File: src/rtl/bnn_pkg.sv
// Shared constants and types for the neuron array and its configuration loader.
package bnn_pkg;

  localparam int NEURON_INPUTS    = 8;
  localparam int NEURON_BIAS_BITS = 3;
  localparam int NUM_NEURONS      = 8;
  localparam int CHAIN_BITS       = NUM_NEURONS * (NEURON_INPUTS + NEURON_BIAS_BITS);

  typedef enum logic [1:0] {
    ST_IDLE      = 2'd0,
    ST_WAIT_BYTE = 2'd1,
    ST_SHIFT     = 2'd2,
    ST_DONE      = 2'd3
  } loader_state_t;

  // Number of bits to take from the next byte: a full byte, or whatever is
  // left of the chain when fewer than eight bits remain.
  function automatic logic [3:0] bits_to_take(input logic [31:0] rem);
    if (rem >= 32'd8) begin
      return 4'd8;
    end
    return rem[3:0];
  endfunction

endpackage

File: src/rtl/byte_serializer.sv
// 8-bit parallel-in/serial-out register, MSB first, with a count of bits
// still to be shifted from the currently held byte.
module byte_serializer (
  input  logic       clk,
  input  logic       rst_n,
  input  logic       load_i,
  input  logic       shift_i,
  input  logic [7:0] data_i,
  input  logic [3:0] count_i,
  output logic       msb_o,
  output logic       last_o
);

  logic [7:0] sreg_q, sreg_d;
  logic [3:0] byte_left_q, byte_left_d;

  // Load a new byte, or shift left by one and count down the bits left.
  always_comb begin
    sreg_d      = sreg_q;
    byte_left_d = byte_left_q;
    if (load_i) begin
      sreg_d      = data_i;
      byte_left_d = count_i;
    end else if (shift_i) begin
      sreg_d = {sreg_q[6:0], 1'b0};
      if (byte_left_q != 4'd0) begin
        byte_left_d = byte_left_q - 4'd1;
      end
    end
  end

  // Shift register and bit counter.
  always_ff @(posedge clk or negedge rst_n) begin
    if (!rst_n) begin
      sreg_q      <= 8'd0;
      byte_left_q <= 4'd0;
    end else begin
      sreg_q      <= sreg_d;
      byte_left_q <= byte_left_d;
    end
  end

  assign msb_o  = sreg_q[7];
  // Treat an empty counter as "last" too so the shift phase can never stall.
  assign last_o = (byte_left_q <= 4'd1);

endmodule

File: src/rtl/param_loader.sv
// Streams host parameter bytes into the neuron setup/param_in shift chain,
// holding setup high for exactly CHAIN_BITS cycles per complete load.
module param_loader #(
  parameter int CHAIN_BITS = bnn_pkg::CHAIN_BITS,
  parameter int CNT_BITS   = $clog2(CHAIN_BITS + 1)
) (
  input  logic       clk,
  input  logic       rst_n,
  input  logic       start,
  input  logic       abort,
  input  logic [7:0] in_data,
  input  logic       in_valid,
  output logic       in_ready,
  output logic       setup,
  output logic       param_out,
  output logic       busy,
  output logic       done
);

  import bnn_pkg::*;

  loader_state_t         state_q, state_d;
  logic [CNT_BITS-1:0]   remaining_q, remaining_d;
  logic                  ser_load;
  logic                  ser_shift;
  logic                  ser_msb;
  logic                  ser_last;
  logic [3:0]            take_count;

  assign take_count = bits_to_take(32'(remaining_q));

  byte_serializer u_ser (
    .clk     (clk),
    .rst_n   (rst_n),
    .load_i  (ser_load),
    .shift_i (ser_shift),
    .data_i  (in_data),
    .count_i (take_count),
    .msb_o   (ser_msb),
    .last_o  (ser_last)
  );

  // Next-state and remaining-bit counter; abort wins over every other event.
  always_comb begin
    state_d     = state_q;
    remaining_d = remaining_q;
    ser_load    = 1'b0;
    ser_shift   = 1'b0;
    case (state_q)
      ST_IDLE: begin
        if (start) begin
          state_d     = ST_WAIT_BYTE;
          remaining_d = CNT_BITS'(CHAIN_BITS);
        end
      end
      ST_WAIT_BYTE: begin
        if (abort) begin
          state_d = ST_IDLE;
        end else if (in_valid) begin
          ser_load = 1'b1;
          state_d  = ST_SHIFT;
        end
      end
      ST_SHIFT: begin
        if (abort) begin
          state_d = ST_IDLE;
        end else begin
          ser_shift = 1'b1;
          if (remaining_q != '0) begin
            remaining_d = remaining_q - CNT_BITS'(1);
          end
          if (ser_last) begin
            state_d = (remaining_q <= CNT_BITS'(1)) ? ST_DONE : ST_WAIT_BYTE;
          end
        end
      end
      ST_DONE: begin
        state_d = ST_IDLE;
      end
      default: begin
        state_d = ST_IDLE;
      end
    endcase
  end

  // State and counter registers; reset forces IDLE so setup drops at once.
  always_ff @(posedge clk or negedge rst_n) begin
    if (!rst_n) begin
      state_q     <= ST_IDLE;
      remaining_q <= '0;
    end else begin
      state_q     <= state_d;
      remaining_q <= remaining_d;
    end
  end

  // All outputs decode registered state only.
  assign busy      = (state_q != ST_IDLE);
  assign in_ready  = (state_q == ST_WAIT_BYTE);
  assign setup     = (state_q == ST_SHIFT);
  assign param_out = setup & ser_msb;
  assign done      = (state_q == ST_DONE);

endmodule

File: config.mk
export PLATFORM = sky130hd
export DESIGN_NAME = param_loader
export DESIGN_NICKNAME = d
export VERILOG_FILES = /design/src/rtl/bnn_pkg.sv /design/src/rtl/byte_serializer.sv /design/src/rtl/param_loader.sv
export SDC_FILE = /design/constraint.sdc
export NUM_CORES = 1
export LEC_CHECK = 0
export CAP_MARGIN = 15
export CORE_MARGIN = 2
export CORE_UTILIZATION = 49
export CTS_BUF_LIST = sky130_fd_sc_hd__clkbuf_2
export CTS_CLUSTER_SIZE = 14
export DETAILED_ROUTE_END_ITERATION = 10
export PLACE_DENSITY = 0.83
export REMOVE_ABC_BUFFERS = 1
export SYNTH_ARGS = -nofsm -noshare
export SYNTH_HDL_FRONTEND = slang
export SYNTH_SLANG_ARGS = --single-unit
File: constraint.sdc
create_clock -name clk -period 1.7 [get_ports clk]
set_clock_uncertainty 0.2 [all_clocks]
set_input_delay 0.17 -clock clk [delete_from_list [all_inputs] [get_ports clk]]
set_output_delay 0.17 -clock clk [all_outputs]
set_load 0.01 [all_outputs]
Word level (Yosys, flattened, before mapping)
Index checks and enable logic that the tools add are counted.
{ "totals": {"reg_bits": 21, "in_bits": 13, "output_inout_bits": 5, "word_cells": 52} }
{ "op_classes": {"n_addsub": 2, "magnitude_cmp": 3, "eq_ne": 8, "mux": 24, "bitwise_logic": 1, "n_reduce_logical": 10} }
{ "ops": {"columns": ["op", "count"], "rows": [
  ["$mux 7", 3],
  ["$mux 4", 5],
  ["$mux 8", 2],
  ["$pmux 7 s2", 1],
  ["$mux 2", 6],
  ["$pmux 2 s4", 1],
  ["$reduce_bool 2->1", 4],
  ["$ge 7x4->1 const B", 1],
  ["$le 7x1->1 const B", 1],
  ["$reduce_bool 7->1", 1],
  ["$sub 7x1->7 const B", 1],
  ["$mux 1", 6],
  ["$eq 2x2->1 const B", 2],
  ["$le 4x1->1 const B", 1],
  ["$ne 2x2->1 const B", 2],
  ["$reduce_and 4->1", 1],
  ["$reduce_bool 4->1", 1],
  ["$sub 4x1->4 const B", 1],
  ["$ne 3x2->1 const B", 1],
  ["$ne 3x3->1 const B", 1],
  ["$reduce_and 3->1", 1],
  ["$eq 2x1->1 const B", 1],
  ["$logic_not 2->1", 1],
  ["$ne 2x1->1 const B", 1],
  ["other kinds (2)", 2]
]} }

Depth between registers and ports, before layout
Gate-level depths: netlist (run 1).
{ "logic_depth": {"ltp_word": 5, "ltp_mapped": 6, "depth_no_buf": 6} }

Cells and area by module
From an unflattened synthesis (run 1), not the netlist that was laid out.
{ "unflattened": {"hier_cells": 137, "area_unflattened_um2": 1260.0} }
{ "by_module_without_submodules": {"columns": ["module", "instances", "cells_each", "area_per_inst_um2", "seq_area_each_um2"], "rows": [
  ["byte_serializer", 1, 65, 638.1, 300.3],
  ["param_loader", 1, 72, 621.8, 225.2]
]} }

Worst setup path after synthesis (run 1)
OpenSTA, ideal clock, no wires.
{ "synth_timing": {"path_kind": "register -> register", "from": "reg state_q[0]", "to": "reg remaining_q[6]", "setup_time_ns": 0.126, "arrival_time_ns": 1.526, "t_required_ns": 1.374, "path_slack_ns": -0.152, "path_stages_with_launch": 6, "path_buffers": 1, "period_less_slack_ns": 1.852, "cell_sequence": "dfrtp_1 buf_4 or3b_4 or4_1 o21ai_1 nand2_1"} }
{ "synth_between": {"elab_chain_len": 3, "word_cells_on_any_way": 8, "cone_classes": "eq/ne (4); mux (1); reduce/logical (3)"} }
{ "synth_lines": {"columns": ["item", "line_no", "rtl"], "rows": [
  ["start: declaration", "param_loader.sv:22", "loader_state_t state_q, state_d;"],
  ["start signal: assignment", "param_loader.sv:92", "state_q <= state_d;"],
  ["$eq 2x2->1 / $logic_not 2->1 (equally long branches)", "param_loader.sv:49", "case (state_q)"],
  ["$ne 2x1->1 (no source line), or another cell as far along", null, null],
  ["$reduce_and 4->1 (no source line)", null, null],
  ["end signal: assignment", "param_loader.sv:93", "remaining_q <= remaining_d;"],
  ["end: declaration", "param_loader.sv:23", "logic [CNT_BITS-1:0] remaining_q, remaining_d;"]
]} }
Several ways; a longest one is shown, not always the timed one.
A chain may end at the register's enable or synchronous reset.

Worst setup path in the final report (run 1)
Same ends and word-level chain as after synthesis.

==> results.md, run 1 <==
* Reg clk slew, reported paths at 0.23 ns
* Mean Syn Cell Area at 9.54 sq um
* Final Power at 1.80 mW
* I/O pins at 18
* Min-Delay Path Class: input pin to register
* Root Buffer: clkbuf_2
* Slew Limit Fails at 0
* CTS H-tree depth at 1
* Slew headroom at 0.706
* Post-route ant nets at 0
* Combinational share of power at 0.444
* Critical Path Slowest Stage Cell: or4_4
* Iteration-0 DRC Markers at 28
* Share of the synthesized area in the top cell type at 0.467
* Layout cell share with drive strength beyond 1 at 0.395
* Crit-path max FO at 4
* Grt ovf at 0
* Fin crit share at 1.13
* CP peak stage delay at 0.49 ns
* CP bufs+invs at 1
* Vias in the first global route at 1047
* Sw power at 0.688 mW
* Overall die area at 2700 sq um
* # diodes at 0
* Failing checks: setup timing
* Placed instance count at 184
* Mapped Cells at 118
* Core ar. at 2190 sq um
* # setup viols final at 23
* Critical setup path kind: register to register
* Clock tree sinks at 21
* Largest net degree at the start of global routing at 22
* First-pass GRT wire length at 4.91 mm
* Status: complete, but fails checks
* Switching part of the total at 0.383
* Maximum clock rate at 0.521 GHz
* Clock Power Share at 0.121
* GRT Util Overall at 0.250
* Placed wire-length estimate at 2.09 mm
* Rows at 17
* Int Pwr at 1.11 mW
* Initial Util at 0.514
* Worst setup margin at -0.218 ns
* Drt drc at 0
* Top cell type by total area after synthesis: dfrtp_1
* Share of power burned in registers at 0.435
* Arr. time, crit path at 1.99 ns
* Worst EP required at 1.77 ns
* RSZ-0062 raised after global routing: yes
* Post-layout min period at 1.92 ns
* GPL Wtd Cong at 0.868
* Max-cap viol count at 0
* Vias post-DR at 1115
* Sequential area share after synthesis at 0.467
* Fin cells at 200
* Pre-CTS WS at -0.403 ns
* Ranking of synthesized cells by area: dfrtp_1 47%, nand2_1 5.7%, a22oi_1 4.7%
* Cell Area, Placed at 1490 sq um
* Clk_lat worst skew at 0.35 ns
* Critical Path Sink Type: register
* Worst-margin pin slew at 0.436 ns
* IO Port Bufs at 17
* Fin util at 0.799
* Syn-to-layout area delta at 55.4%
* Cell Area, Synth at 1130 sq um
* Number of distinct library cells after synthesis at 34
* Endpoints failing hold at 0
* LEAKAGE at 0.795 nW
* DRT Wirelength at 3.37 mm
* Chip Width at 51.9 um
* Yosys reg bits at 21
* CP top delay family: simple AND/OR/NAND/NOR gates
* Synthesis warning total at 0
* Num CTS Buffers at 3
* Vias/cell at 5.58
* Hold Slack at 0.204 ns
* CTS tree: yes
* Nets@finish at 190
* Final Cell Area at 1750 sq um
* Setup TNS at -2.60 ns
* Drt first pass iters at 4
* DR WL/cell at 16.8 um
* P per Cell Area at 1030 nW/um^2
* Cells along the critical path: buf_6, or3b_4, or4_4, o21ai_2, nand2_1
* Max clock buf depth at 2
* Fill count at 131
* Die Height at 51.9 um
* Initial antenna violation count at 0
* VDD IR max at 0.817 mV
* CP Launch Type: register
## kinds of logic (layout without fill, tap and decap cells)
logic type,after synthesis,after routing,synth area share
flip-flops,21,21,0.467
adder cells (fa/ha/maj),4,4,0.0444
AO/OA/AOI/OAI,28,28,0.177
buffers and inverters,11,65,0.0422
AND/OR/NAND/NOR,49,49,0.228
multiplexers,3,3,0.0267
XOR/XNOR,2,2,0.0156
## Yosys cell counts (all sizes together)
master   number
buf           3
mux2i         3
nor2         10
o2bb2ai       2
nor3          1
o21a          2
nand3         7
and2b         1
nor4          2
o21ai         6
nand2        17
nor3b         1
nand2b        1
ha            4
a2bb2oi       1
o21ba         1
or2b          1
nand3b        1
xnor2         2
or3           1
a21oi         4
a22oi         7
inv           8
and2          2
dfrtp        21
o22ai         1
or3b          1
or4           2
a22o          4
and4bb        1
## sequential cells by signal, summed over array words and instances, names as in the netlist
name and count:
u_ser.sreg_q 8, remaining_q 7, u_ser.byte_left_q 4, state_q 2
## worst paths after layout
path,cells past startpoint,slack (ns),from,to
min reg2reg,2,0.32,u_ser.sreg_q[7]$_DFFE_PN0P_,u_ser.sreg_q[7]$_DFFE_PN0P_
max,5,-0.22,state_q[0]$_DFFE_PN0P_,remaining_q[6]$_DFFE_PN0P_
max in group asynchronous,3,0.58,rst_n,u_ser.sreg_q[6]$_DFFE_PN0P_
min in group asynchronous,3,0.46,rst_n,remaining_q[6]$_DFFE_PN0P_
min,2,0.20,in_data[0],u_ser.sreg_q[0]$_DFFE_PN0P_
max reg2reg,5,-0.22,state_q[0]$_DFFE_PN0P_,remaining_q[6]$_DFFE_PN0P_
## final cells by class
cell class	instances	area, sq um	share of cell area
inverter	8	32.5	0.0186
clock inverter	1	5.00	0.00286
multi-input combinational	86	652	0.372
tap	28	35.0	0.0200
timing repair buffer	53	485	0.277
sequential	21	526	0.300
clock buffer	3	15.0	0.00858
## layer usage
layer  vias to the layer above  routed length (um)  GRT usage
met1                       536                1330      0.320
met3                        10                 137     0.0575
li1                        531                   -          -
met2                        38                1780      0.414
met5                         -                   0          0
met4                         0                 120     0.0833
## power by group through the flow
| stage | combinational (mW) | clock, mW | sequential [mW] |
|---|---|---|---|
| 5_1_grt | 0.868 | 0.236 | 0.800 |
| 2_1_floorplan | 0.342 | 0 | 0.755 |
| 3_3_place_gp | 0.587 | 0 | 0.759 |
| 3_5_place_dp | 0.627 | 0 | 0.774 |
| 4_1_cts | 0.685 | 0.224 | 0.761 |
| 6_report | 0.797 | 0.218 | 0.781 |
## cell usage in the layout, fill, tap and decap left out, drive strengths merged, types with 2 or more instances in the layout
cell,instances
buf,39
dfrtp,21
nand2,17
clkdlybuf4s50,12
nor2,10
inv,8
nand3,7
a22oi,7
o21ai,6
a22o,4
ha,4
clkbuf,4
a21oi,4
mux2i,3
and2,2
or4,2
o2bb2ai,2
xnor2,2
o21a,2
nor4,2
## worst reg2reg max path: stages, from the launching register on
cell	delay [ns]
dfrtp_1	0.44
buf_6	0.13
or3b_4	0.40
or4_4	0.49
o21ai_2	0.11
nand2_1	0.05
## what timing repair did
action,4_1_cts,5_1_grt
setup endpoints to repair,25,25
resized for setup,38,26
hold buffers,1,0
setup buffers,7,6
pin swaps,16,19
hold endpoints to repair,21,0
(Power assumes the default switching activity.)
==> run 2: changes to the inputs <==
CORE_UTILIZATION = 50   (was 49)
CTS_CLUSTER_SIZE = default   (was 14)
PLACE_DENSITY = 0.81   (was 0.83)
clock period = 1.9 ns   (was 1.7 ns; I/O delays follow)
==> results.md, run 2 (synthesized netlist as in run 1, its figures left out) <==
* Status: complete, but fails checks
* Failing checks: setup timing
* Commonest non-fill, non-tap cell in the layout: dfrtp_1
* Min-Delay Path Class: input pin to register
* Drt drc at 0
* Grt ovf at 0
* Commonest non-fill, non-tap cells in the layout: 21 x dfrtp_1, 19 x buf_4, 17 x nand2_1, 12 x clkdlybuf4s50_1, 10 x nor2_1
* Fin cells at 188
* Max-cap viol count at 0
* Max reg flops at 8
* First-pass GRT wire length at 4.58 mm
* Hold Slack at 0.262 ns
* CP Launch Type: register
* Clock tree sinks at 21
* Clock Power Share at 0.127
* Nets@finish at 178
* Max clock buf depth at 2
* CTS H-tree depth at 1
* Critical Path Slowest Stage Cell: dfrtp_1
* Vias in the first global route at 1050
* Syn-to-layout area delta at 36.7%
* Initial antenna violation count at 0
* Critical path launch point: state_q[1]$_DFFE_PN0P_
* HP Start: in_data[2]
* Fill count at 174
* Placed instance count at 175
* Crit Reg-Reg Startpoint: state_q[1]$_DFFE_PN0P_
* Placed wire-length estimate at 2.07 mm
* Critical Path Sink Type: register
* Reg clk slew, reported paths at 0.20 ns
* Largest net degree at the start of global routing at 22
* Overall die area at 2650 sq um
* Chip Width at 51.5 um
* Arr. time, crit path at 1.98 ns
* Worst setup margin at -0.0695 ns
* Post-layout min period at 1.97 ns
* RSZ-0062 raised after global routing: yes
* CTS tree: yes
* Clk_lat worst skew at 0.32 ns
* DRT Wirelength at 2.94 mm
* Share of power burned in registers at 0.481
* Biggest register: u_ser.sreg_q
* Pre-CTS WS at -0.147 ns
* LEAKAGE at 0.710 nW
* Combinational share of power at 0.391
* Final Power at 1.43 mW
* DR WL/cell at 15.7 um
* Post-route ant nets at 0
* Critical setup path kind: register to register
* Num CTS Buffers at 3
* Crit-path max FO at 5
* Maximum clock rate at 0.508 GHz
* Slew headroom at 0.737
* IO Port Bufs at 17
* Initial Util at 0.519
* # setup viols final at 3
* Vias/cell at 5.73
* VDD IR max at 0.776 mV
* Setup TNS at -0.135 ns
* I/O pins at 18
* Iteration-0 DRC Markers at 60
* Root Buffer: clkbuf_2
* Int Pwr at 0.904 mW
* Rows at 17
* Biggest regs: u_ser.sreg_q x8, remaining_q x7, u_ser.byte_left_q x4
* Sw power at 0.526 mW
* Layout cell share with drive strength beyond 1 at 0.219
* Core ar. at 2170 sq um
* Worst EP required at 1.91 ns
* Endpoints failing hold at 0
* Worst-margin pin slew at 0.391 ns
* Die Height at 51.5 um
* # diodes at 0
* Fin crit share at 1.04
* Switching part of the total at 0.368
* CP peak stage delay at 0.47 ns
* GRT Util Overall at 0.236
* Vias post-DR at 1078
* Slew Limit Fails at 0
* Cells along the critical path: buf_6, or3b_4, or4_1, o21ai_1, nand2_1
* Drt first pass iters at 4
* GPL Wtd Cong at 0.817
* Reg-to-reg slack, setup at -0.07 ns
* P per Cell Area at 930 nW/um^2
[run 2: cell count changes in the layout (fill, tap and decap cells not counted), sizes merged]
cell and change:
buf -15, clkdlybuf4s15 +3, clkbuf -1, dlygate4sd2 +1
[run 2: timing repair]
action                                  4_1_cts  5_1_grt
buffers inserted                              3        5
pin swaps                                     1        1
hold endpoints to repair                     21        0
gates resized for setup                      11        8
hold buffers                                  1        0
endpoints found under the setup margin        4       19
[run 2: metal layers]
metal	share of wire	track usage	vias to the layer above
met1	0.46	0.299	530
met3	0.039	0.0380	10
li1	-	-	499
met4	0.019	0.114	0
met2	0.48	0.391	39
met5	0	0	-
[run 2: final timing paths]
path                                                    end  cells past startpoint
setup / recovery                 remaining_q[6]$_DFFE_PN0P_                      5
hold / removal                  u_ser.sreg_q[2]$_DFFE_PN0P_                      3
setup reg to reg                 remaining_q[6]$_DFFE_PN0P_                      5
hold reg to reg                 u_ser.sreg_q[1]$_DFFE_PN0P_                      2
max in group asynchronous  u_ser.byte_left_q[0]$_DFFE_PN0P_                      3
min in group asynchronous            state_q[1]$_DFFE_PN0P_                      3
[run 2: power by group through the flow]
| stage | clock network (mW) | logic [mW] | registers, mW |
|---|---|---|---|
| 6_report | 0.182 | 0.560 | 0.689 |
| 5_1_grt | 0.200 | 0.621 | 0.702 |
| 4_1_cts | 0.188 | 0.526 | 0.684 |
| 3_5_place_dp | 0 | 0.504 | 0.699 |
| 3_3_place_gp | 0 | 0.475 | 0.688 |
| 2_1_floorplan | 0 | 0.306 | 0.676 |
[run 2: final cells by class]
cell class | instances | area, sq um | area share
multi-input combinational | 86 | 567 | 0.368
sequential | 21 | 526 | 0.341
clock buffer | 3 | 15.0 | 0.00976
tap | 28 | 35.0 | 0.0228
inverter | 8 | 30.0 | 0.0195
clock inverter | 1 | 5.00 | 0.00325
timing repair buffer | 41 | 362 | 0.235
[run 2: metrics by stage]
stage | cell area, sq um | util
floorplan | 1110 | -
global placement | 1430 | 0.657
detailed placement | 1430 | 0.657
CTS | 1480 | 0.682
global route | 1540 | 0.709
finish | 1540 | 0.709
[run 2: critical path, delay by kind of cell, from the launching register on]
family / cells / cell delay, ns
buffers and inverters: 1 / 0.13
AO/OA/AOI/OAI: 1 / 0.12
AND/OR/NAND/NOR: 3 / 0.94
flip-flops: 1 / 0.47
